<file path="src/rtl/rand_arb_ctrl.sv">
// rand_arb_ctrl: shares one LN-type random word generator between NREQ round-robin requesters
// and sequences the generator's reset/seed load. Optional stuck detection: RAND_ARB_STUCK_DET_EN.
//
// state     | meaning
// RESEED_LO | generator held in reset (oGenRST_N=0) with oSeed applied, 2 cycles
// FLUSH     | generator running; its first word is stale and is dropped
// IDLE      | capture strobed words, grant the fresh word to one requester
module rand_arb_ctrl #(
  parameter int            ws            = 16,
  parameter int            NREQ          = 4,
  parameter int            RESEED_N      = 256,
  parameter logic [ws-1:0] SEED_INIT     = 16'hACE1,
  parameter logic [ws-1:0] SEED_FALLBACK = 16'h0001
) (
  input  logic            iCLK,
  input  logic            iRST_N,
  input  logic [NREQ-1:0] iReq,
  output logic [NREQ-1:0] oAck,
  output logic [ws-1:0]   oData,
  input  logic [ws-1:0]   iRand,
  input  logic            iRandStrobe,
  input  logic [ws-1:0]   iEntropy,
  output logic            oGenRST_N,
  output logic [ws-1:0]   oSeed,
  output logic            oReseeding
`ifdef RAND_ARB_STUCK_DET_EN
  ,
  output logic            oStuck
`endif
);

  localparam int          PW         = $clog2(NREQ);
  localparam logic [15:0] RESEED_LIM = 16'(RESEED_N);

  typedef enum logic [1:0] {
    RESEED_LO = 2'd0,
    FLUSH     = 2'd1,
    IDLE      = 2'd2
  } state_t;

  state_t          state;
  logic            loCnt;
  logic [ws-1:0]   wordBuf;
  logic            fresh;
  logic [PW-1:0]   ptr;
  logic [15:0]     count;

  logic [NREQ-1:0] reqEff;
  logic            gntVld;
  logic [PW-1:0]   gntIdx;
  logic [PW-1:0]   ptrNext;
  logic [NREQ-1:0] gntOneHot;
  logic [15:0]     cntNext;
  logic            dupHit;
  logic            stuckHit;
  logic            doGrant;
  logic            doReseed;
  logic [ws-1:0]   seedRaw;
  logic [ws-1:0]   seedNext;

  // The bit being acked this cycle still shows its old request; it is not a new one yet.
  always_comb begin
    logic [PW-1:0] idx;
    reqEff = iReq & ~oAck;
    gntVld = 1'b0;
    gntIdx = '0;
    idx    = '0;
    for (int k = NREQ - 1; k >= 0; k--) begin
      idx = PW'((int'(ptr) + k) % NREQ);
      if (reqEff[idx]) begin
        gntVld = 1'b1;
        gntIdx = idx;
      end
    end
  end

  assign ptrNext   = (int'(gntIdx) == NREQ - 1) ? '0 : gntIdx + PW'(1);
  assign gntOneHot = NREQ'(1) << gntIdx;
  assign cntNext   = (count >= RESEED_LIM) ? count : count + 16'd1;

`ifdef RAND_ARB_STUCK_DET_EN
  logic [1:0] dupCnt;
  logic       lastVld;

  assign dupHit   = (state == IDLE) && fresh && lastVld && (wordBuf == oData);
  assign stuckHit = dupHit && (dupCnt == 2'd3);

  always_ff @(posedge iCLK or negedge iRST_N) begin
    if (!iRST_N) begin
      dupCnt  <= 2'd0;
      lastVld <= 1'b0;
      oStuck  <= 1'b0;
    end else if ((state == IDLE) && fresh) begin
      if (dupHit) begin
        dupCnt <= stuckHit ? 2'd0 : dupCnt + 2'd1;
        if (stuckHit) oStuck <= 1'b1;
      end else begin
        dupCnt <= 2'd0;
      end
      if (doGrant) lastVld <= 1'b1;
    end
  end
`else
  assign dupHit   = 1'b0;
  assign stuckHit = 1'b0;
`endif

  assign doGrant  = (state == IDLE) && fresh && gntVld && !dupHit;
  assign doReseed = (doGrant && (cntNext == RESEED_LIM)) || stuckHit;
  // On a grant the word leaving now is the last delivered one; otherwise oData already holds it.
  assign seedRaw  = iEntropy ^ (doGrant ? wordBuf : oData);
  assign seedNext = (seedRaw == '0) ? SEED_FALLBACK : seedRaw;

  always_ff @(posedge iCLK or negedge iRST_N) begin
    if (!iRST_N) begin
      state      <= RESEED_LO;
      loCnt      <= 1'b0;
      wordBuf    <= '0;
      fresh      <= 1'b0;
      ptr        <= '0;
      count      <= '0;
      oAck       <= '0;
      oData      <= '0;
      oGenRST_N  <= 1'b0;
      oSeed      <= SEED_INIT;
      oReseeding <= 1'b1;
    end else begin
      oAck <= '0;
      case (state)
        RESEED_LO: begin
          if (loCnt) begin
            loCnt     <= 1'b0;
            oGenRST_N <= 1'b1;
            state     <= FLUSH;
          end else begin
            loCnt <= 1'b1;
          end
        end
        FLUSH: begin
          if (iRandStrobe) begin
            state      <= IDLE;
            oReseeding <= 1'b0;
          end
        end
        IDLE: begin
          if (iRandStrobe) begin
            wordBuf <= iRand;
            fresh   <= 1'b1;
          end else if (doGrant || dupHit) begin
            fresh <= 1'b0;
          end
          if (doGrant) begin
            oAck  <= gntOneHot;
            oData <= wordBuf;
            ptr   <= ptrNext;
            count <= cntNext;
          end
          if (doReseed) begin
            state      <= RESEED_LO;
            loCnt      <= 1'b0;
            oGenRST_N  <= 1'b0;
            oReseeding <= 1'b1;
            oSeed      <= seedNext;
            count      <= '0;
            fresh      <= 1'b0;
          end
        end
        default: state <= RESEED_LO;
      endcase
    end
  end

endmodule

</file>
<file path="config.mk">
export PLATFORM = sky130hd
export DESIGN_NAME = rand_arb_ctrl
export DESIGN_NICKNAME = d
export VERILOG_FILES = /design/src/rtl/rand_arb_ctrl.sv
export SDC_FILE = /design/constraint.sdc
export NUM_CORES = 1
export LEC_CHECK = 0
export ABC_AREA = 1
export CORE_MARGIN = 5
export CORE_UTILIZATION = 40
export CTS_BUF_LIST = sky130_fd_sc_hd__clkbuf_8
export CTS_CLUSTER_DIAMETER = 60
export DETAILED_ROUTE_END_ITERATION = 10
export GPL_TIMING_DRIVEN = 0
export HOLD_SLACK_MARGIN = 0.12
export PLACE_DENSITY = 0.73
export SLEW_MARGIN = 30
export SYNTH_ARGS = -nofsm -noshare
export SYNTH_HDL_FRONTEND = slang
export SYNTH_SLANG_ARGS = --single-unit
</file>
<file path="constraint.sdc">
create_clock -name iCLK -period 2.35 [get_ports iCLK]
set_clock_uncertainty 0.05 [all_clocks]
set_input_delay 0.705 -clock iCLK [delete_from_list [all_inputs] [get_ports iCLK]]
set_output_delay 0.705 -clock iCLK [all_outputs]
set_load 0.02 [all_outputs]
</file>
==> flow_summary.ini, run 1 <==
[final_layout]
final_common_cell = nand2_1
drive_gt1_share_pct = 21.9
syn_to_final_growth_pct = 45.1
mostFrequentLayoutCells = nand2_1, inv_1, clkdlybuf4s50_1
nets = 667
fillers = 792
final_cell_count_no_fill = 756
n_antenna_cell = 0
multi_input_area_sq_um = 1790
ff_latch_area_sq_um = 1920

[run_status]
outcome = finished clean

[setup_path]
cp.required_ns = 2.53
path_max_fanout = 8
timing.rr.start = count[12]
path_buf_inv = 3
crit_arrival_ns = 2.48
path_delay_family = simple AND/OR/NAND/NOR gates
worst_path_most_repeated_cell = nand2_1
max_stage_delay_ns = 0.43
worst_setup_path_start_kind = flip-flop
end_kind = flip-flop
rr_worst_depth = 12
cp_slowest_cell = dfrtp_1
critical_path_class = reg2reg
cp_cell_sequence = inv_2 > nand4_1 > nor2_4 > nand2_1 > xnor2_1 > inv_1 > nand2_1 > nor3_2 > nand4_4 > buf_6 > nand2_2 > o31ai_2
r2r_slack_ns = 0.05
worstReg2RegEnd = fresh

[place]
dpl.hpwl_um = 7430
port_buffers = 76
gp_congestion = 0.800
place_inst = 711

[worst_hold_path]
hp-class = in2async

[timing]
period_share_pct = 98.0
setup_viol = 0
worst_slew_pin_slew_ns = 0.494
fin_crit_ns = 2.30
slew_headroom_pct = 67.0
max_freq_mhz = 434
finalSetupTns_ns = 0
finalHoldViolations = 0
slew_violations = 0
rsz0062_at_grt = true

[pwr]
leakagePower_nw = 2.77
p_seq_share_pct = 30.9
peakVddDrop_mv = 0.610
swShare_pct = 42.1
p_switching_mw = 2.99
pwr-share-comb_pct = 54.8
internal_power_mw = 4.11
powerDensity_nw_per_um2 = 1270
clkPwrFrac_pct = 14.4

[route]
routed_wl_um = 10700
ant_nets = 0
routedWlPerCell_um = 14.2
drtPass1Iterations = 5
vias_per_cell = 4.81
drc_errors = 0
drtIter0Drc = 196
num_vias = 3637

[cts]
cts-root-buf = clkbuf_8
cts.path.max_buffers = 2
htreeDepth = 3
path_clk_slew_ns = 0.09
clock_latency_ns = 0.36
cts_tree = done
cts_sinks = 76
cts_hold_buf = 0
cts_made_buffers = 9

[floorplanning]
start_util_pct = 41.4
core_area_sq_um = 9330
io-pin-count = 77
rows = 35
die_y_um = 108
fp.dieW_um = 108
fp.dieArea_sq_um = 11700

[synth]
ys_seq_elements = 76
synth_warnings = 0
syn-cell-area_sq_um = 3860
seq_area_frac_synth_pct = 49.5
yosysTopAreaCell = dfrtp_1
synth.top_cell.area_share_pct = 43.4
ys_top_cells_by_area = dfrtp_1, nand2_1, inv_1
ys_types = 31
syn_nets = 550
synthCells = 505
avgSynthCellArea_sq_um = 7.65

[flow_run]
drv_cap = 0

[grt]
antenna_found_initial = 0
gr-usage-all-layers_pct = 18.4
grt_max_degree = 43
grt_pass1_vias = 3658
gr-total-overflow = 0
grt_first_pass_wirelength_um = 16900
## synthesized netlist by cell type (all sizes together)
cell type,number
buf,11
clkbuf,12
nor3,4
xnor2,2
o31ai,1
nor2,36
xor2,7
inv,80
a31o,1
o22ai,1
nand3b,2
nand4,5
nand3,54
dfrtp,67
o21a,1
nand2,164
ha,6
o21ai,38
a21oi,4
dfstp,9
## layer usage
| layer | share of wire, % | routed length [um] | vias up | track usage, % |
|---|---|---|---|---|
| met3 | 4.8 | 514 | 20 | 3.76 |
| li1 | - | - | 1787 | - |
| met5 | 0 | 0 | - | 0 |
| met1 | 42 | 4500 | 1729 | 22.9 |
| met2 | 51 | 5530 | 101 | 31.0 |
| met4 | 1.8 | 191 | 0 | 8.12 |
## flip-flops by register name, indices dropped and copies added, names as in the netlist
name,count
oAck,4
oGenRST_N,1
oData,16
oReseeding,1
wordBuf,16
ptr,2
count,16
oSeed,16
state,2
loCnt,1
fresh,1
## timing repair
| action | in CTS | in global routing |
|---|---|---|
| buffers inserted | 14 | 11 |
| cloned | 4 | 0 |
| pin swaps | 21 | 29 |
| setup endpoints to repair | 29 | 28 |
| gates resized for setup | 44 | 58 |
## final cells by class
type | instances | area share [%]
sequential | 76 | 34.2
multi-input combinational | 326 | 31.9
timing repair buffer | 106 | 19.0
clock inverter | 6 | 1.14
tap | 129 | 2.88
clock buffer | 10 | 2.46
inverter | 80 | 5.49
buffer | 23 | 2.92
## worst register-to-register path: stages, from the launching register on
cell and delay, ns:
dfrtp_1 0.43, inv_2 0.08, nand4_1 0.14, nor2_4 0.29, nand2_1 0.15, xnor2_1 0.15, inv_1 0.10, nand2_1 0.08
nor3_2 0.19, nand4_4 0.21, buf_6 0.20, nand2_2 0.06, o31ai_2 0.06
## cells by family after synthesis
logic type | count (synthesis) | share of synthesized area, %
and+or+nand+nor | 265 | 29.3
buffers and inverters | 103 | 10.9
DFF | 76 | 49.5
AOI/OAI and AO/OA | 46 | 6.32
xor gates and xnor gates | 9 | 2.04
adders and majority gates | 6 | 1.94
## through the flow
stage | hold slack (ns) | setup WS [ns] | instance area (sq um) | total power, mW | util (%)
after CTS | 0.268 | 0.00426 | 5320 | 6.72 | 57.0
after global routing | 0.280 | -0.0610 | 5610 | 7.64 | 60.1
after detailed placement | 0.397 | -0.740 | 4800 | 5.17 | 51.5
final | 0.261 | 0.0466 | 5610 | 7.10 | 60.1
after global placement | 0.391 | -2.14 | 4790 | 5.03 | 51.3
after floorplan | 0.359 | 0.0432 | 3860 | 4.06 | -
## how the worst max path moves through the flow
| stage | startpoint | endpoint | slack, ns | depth (start not counted) |
|---|---|---|---|---|
| after floorplan | iReq[1] | ptr[1] | 0.04 | 12 |
| after global placement | iRST_N | oSeed[9] | -2.14 | 1 |
| after detailed placement | iReq[1] | ptr[1] | -0.74 | 13 |
| after CTS | ptr[0] | oSeed[0] | 0.004 | 18 |
| after global routing | count[12] | fresh | -0.06 | 11 |
| final | count[12] | fresh | 0.05 | 12 |
## power groups by stage
stage / combinational, mW / sequential, mW / clock (mW)
3_3_place_gp: 2.88 / 2.15 / 0
2_1_floorplan: 1.65 / 2.41 / 0
3_5_place_dp: 2.99 / 2.18 / 0
4_1_cts: 3.53 / 2.16 / 1.03
5_1_grt: 4.30 / 2.25 / 1.09
6_report: 3.89 / 2.19 / 1.02
(Power assumes the default switching activity.)
==> run 2: changes to the inputs <==
--- a/config.mk
+++ b/config.mk
@@ -13,7 +13,7 @@
 export DETAILED_ROUTE_END_ITERATION = 10
 export GPL_TIMING_DRIVEN = 0
 export HOLD_SLACK_MARGIN = 0.12
-export PLACE_DENSITY = 0.73
+export PLACE_DENSITY = 0.64
 export SLEW_MARGIN = 30
 export SYNTH_ARGS = -nofsm -noshare
 export SYNTH_HDL_FRONTEND = slang
==> run 2 against run 1 <==
Compared with the run above:
- sequential share of layout area rose by 0.17 points
- critical path depth fell by 1
- utilization fell by 0.34 points
- maximum frequency fell by 1.1%
- setup slack got worse by 0.026 ns
- power fell by 5.6%
- global-route usage fell by 1.3 points
- combinational power fell by 5.7%
- register-to-register slack got worse by 0.03 ns
- critical path type unchanged
- critical endpoint is now oSeed[9]
==> flow_summary.ini, run 2 (synthesis results as in run 1) <==
[run_status]
outcome = finished clean

[timing]
period_share_pct = 99.1
worst_slew_pin_slew_ns = 0.484
max_freq_mhz = 429
fin_crit_ns = 2.33
finalHoldViolations = 0
slew_violations = 0
slew_headroom_pct = 67.8
setup_viol = 0
fin_ws_ns = 0.0201
rsz0062_at_grt = true
timing.hold.ws_ns = 0.232

[pwr]
leakagePower_nw = 2.75
internal_power_mw = 3.81
swShare_pct = 43.1
pwr-share-comb_pct = 54.7
p_switching_mw = 2.89
peakVddDrop_mv = 0.530
clkPwrFrac_pct = 12.8
p_seq_share_pct = 32.4
powerDensity_nw_per_um2 = 1200

[cts]
cts_hold_buf = 0
htreeDepth = 3
cts_tree = done
cts_made_buffers = 9
path_clk_slew_ns = 0.08
cts-root-buf = clkbuf_8
cts_sinks = 76
clock_latency_ns = 0.35
cts.path.max_buffers = 2

[setup_path]
rr_worst_depth = 11
r2r_slack_ns = 0.02
critical_path_class = reg2reg
endpoint = oSeed[9]
startpoint = count[1]
timing.rr.start = count[1]
worstReg2RegEnd = oSeed[9]
cp.required_ns = 2.53
path_max_fanout = 6
worst_setup_path_start_kind = flip-flop
end_kind = flip-flop
crit_arrival_ns = 2.51

[route]
drc_errors = 0
routed_wl_um = 10300
drtPass1Iterations = 4
routedWlPerCell_um = 13.7
ant_nets = 0
num_vias = 3556
drtIter0Drc = 124
vias_per_cell = 4.75

[floorplanning]
fp.dieW_um = 108
rows = 35
core_area_sq_um = 9330
die_y_um = 108
fp.dieArea_sq_um = 11700
io-pin-count = 77
start_util_pct = 41.4

[final_layout]
drive_gt1_share_pct = 20.8
n_antenna_cell = 0
syn_to_final_growth_pct = 44.3
mostFrequentLayoutCells = nand2_1, inv_1, clkdlybuf4s50_1
utilization_pct = 59.8
nets = 660
final_common_cell = nand2_1

[grt]
antenna_found_initial = 0
grt_first_pass_wirelength_um = 15800
grt_max_degree = 50
gr-total-overflow = 0
gr-usage-all-layers_pct = 17.2
grt_pass1_vias = 3395

[place]
gp_congestion = 0.815
pre_cts_slack_ns = -0.692
dpl.hpwl_um = 7100
port_buffers = 76

[worst_hold_path]
hp-class = in2async

[flow_run]
drv_cap = 0
-- run 2: through the flow --
step | instances | cell area (sq um) | setup TNS, ns | power, mW
after floorplan | 505 | 3860 | 0 | 4.06
after global placement | 710 | 4790 | -175.50 | 5.06
after global routing | 749 | 5570 | -2.26 | 7.22
after detailed placement | 711 | 4810 | -17.37 | 5.13
after CTS | 732 | 5130 | 0 | 6.21
final | 749 | 5570 | 0 | 6.70
-- run 2: how the worst min path moves through the flow --
stage,cells past startpoint,slack [ns],start,endpoint
floorplan,0,0.36,iRST_N,count[0]
global route,1,0.25,iRST_N,state[0]
CTS,1,0.24,iRST_N,oGenRST_N
global placement,1,0.39,count[9],count[9]
finish,1,0.23,iRST_N,loCnt
detailed placement,1,0.40,count[9],count[9]
-- run 2: power by group through the flow --
stage / Sequential (mW) / Clock (mW) / Combinational [mW]
after floorplan: 2.41 / 0 / 1.65
after global placement: 2.16 / 0 / 2.90
after detailed placement: 2.17 / 0 / 2.97
after CTS: 2.15 / 0.878 / 3.18
after global routing: 2.24 / 0.943 / 4.03
final: 2.17 / 0.860 / 3.67
-- run 2: metal layers --
layer	routed length (um)	global-route usage, %
met5	0	0
met4	138	5.41
met3	397	3.40
met2	5290	29.3
met1	4470	22.0
-- run 2: what timing repair did --
| item | CTS | global route |
|---|---|---|
| pin swaps | 5 | 25 |
| resized for setup | 25 | 84 |
| setup buffers | 3 | 14 |
| gates cloned | 2 | 3 |
| setup endpoints to repair | 29 | 21 |
-- run 2: area by class of cell --
cell class                      count  area [sq um]
Clock inverter                      6          25.0
Fill cell                         823          3750
Multi-Input combinational cell    327          1850
Clock buffer                       10           138
Timing Repair Buffer               98          1010
Inverter                           80           305
Sequential cell                    76          1910
Buffer                             23           169
Tap cell                          129           161
-- run 2: critical path, stage by stage (launching register included) --
cell,delay [ns]
dfrtp_1,0.38
ha_2,0.20
nand2_1,0.07
nor3_2,0.26
nand2_4,0.12
o21ai_2,0.19
nand4_1,0.12
nor2_2,0.24
nand4_4,0.24
buf_4,0.23
nand2_1,0.05
o21ai_1,0.05
==> run 3: changes to the inputs <==
--- a/config.mk
+++ b/config.mk
@@ -11,6 +11,7 @@
 export CTS_BUF_LIST = sky130_fd_sc_hd__clkbuf_8
 export CTS_CLUSTER_DIAMETER = 60
 export DETAILED_ROUTE_END_ITERATION = 10
+export GPL_ROUTABILITY_DRIVEN = 0
 export GPL_TIMING_DRIVEN = 0
 export HOLD_SLACK_MARGIN = 0.12
 export PLACE_DENSITY = 0.64
==> results of run 3 <==
Final layout, timing and power as in run 2 (identical DEF).
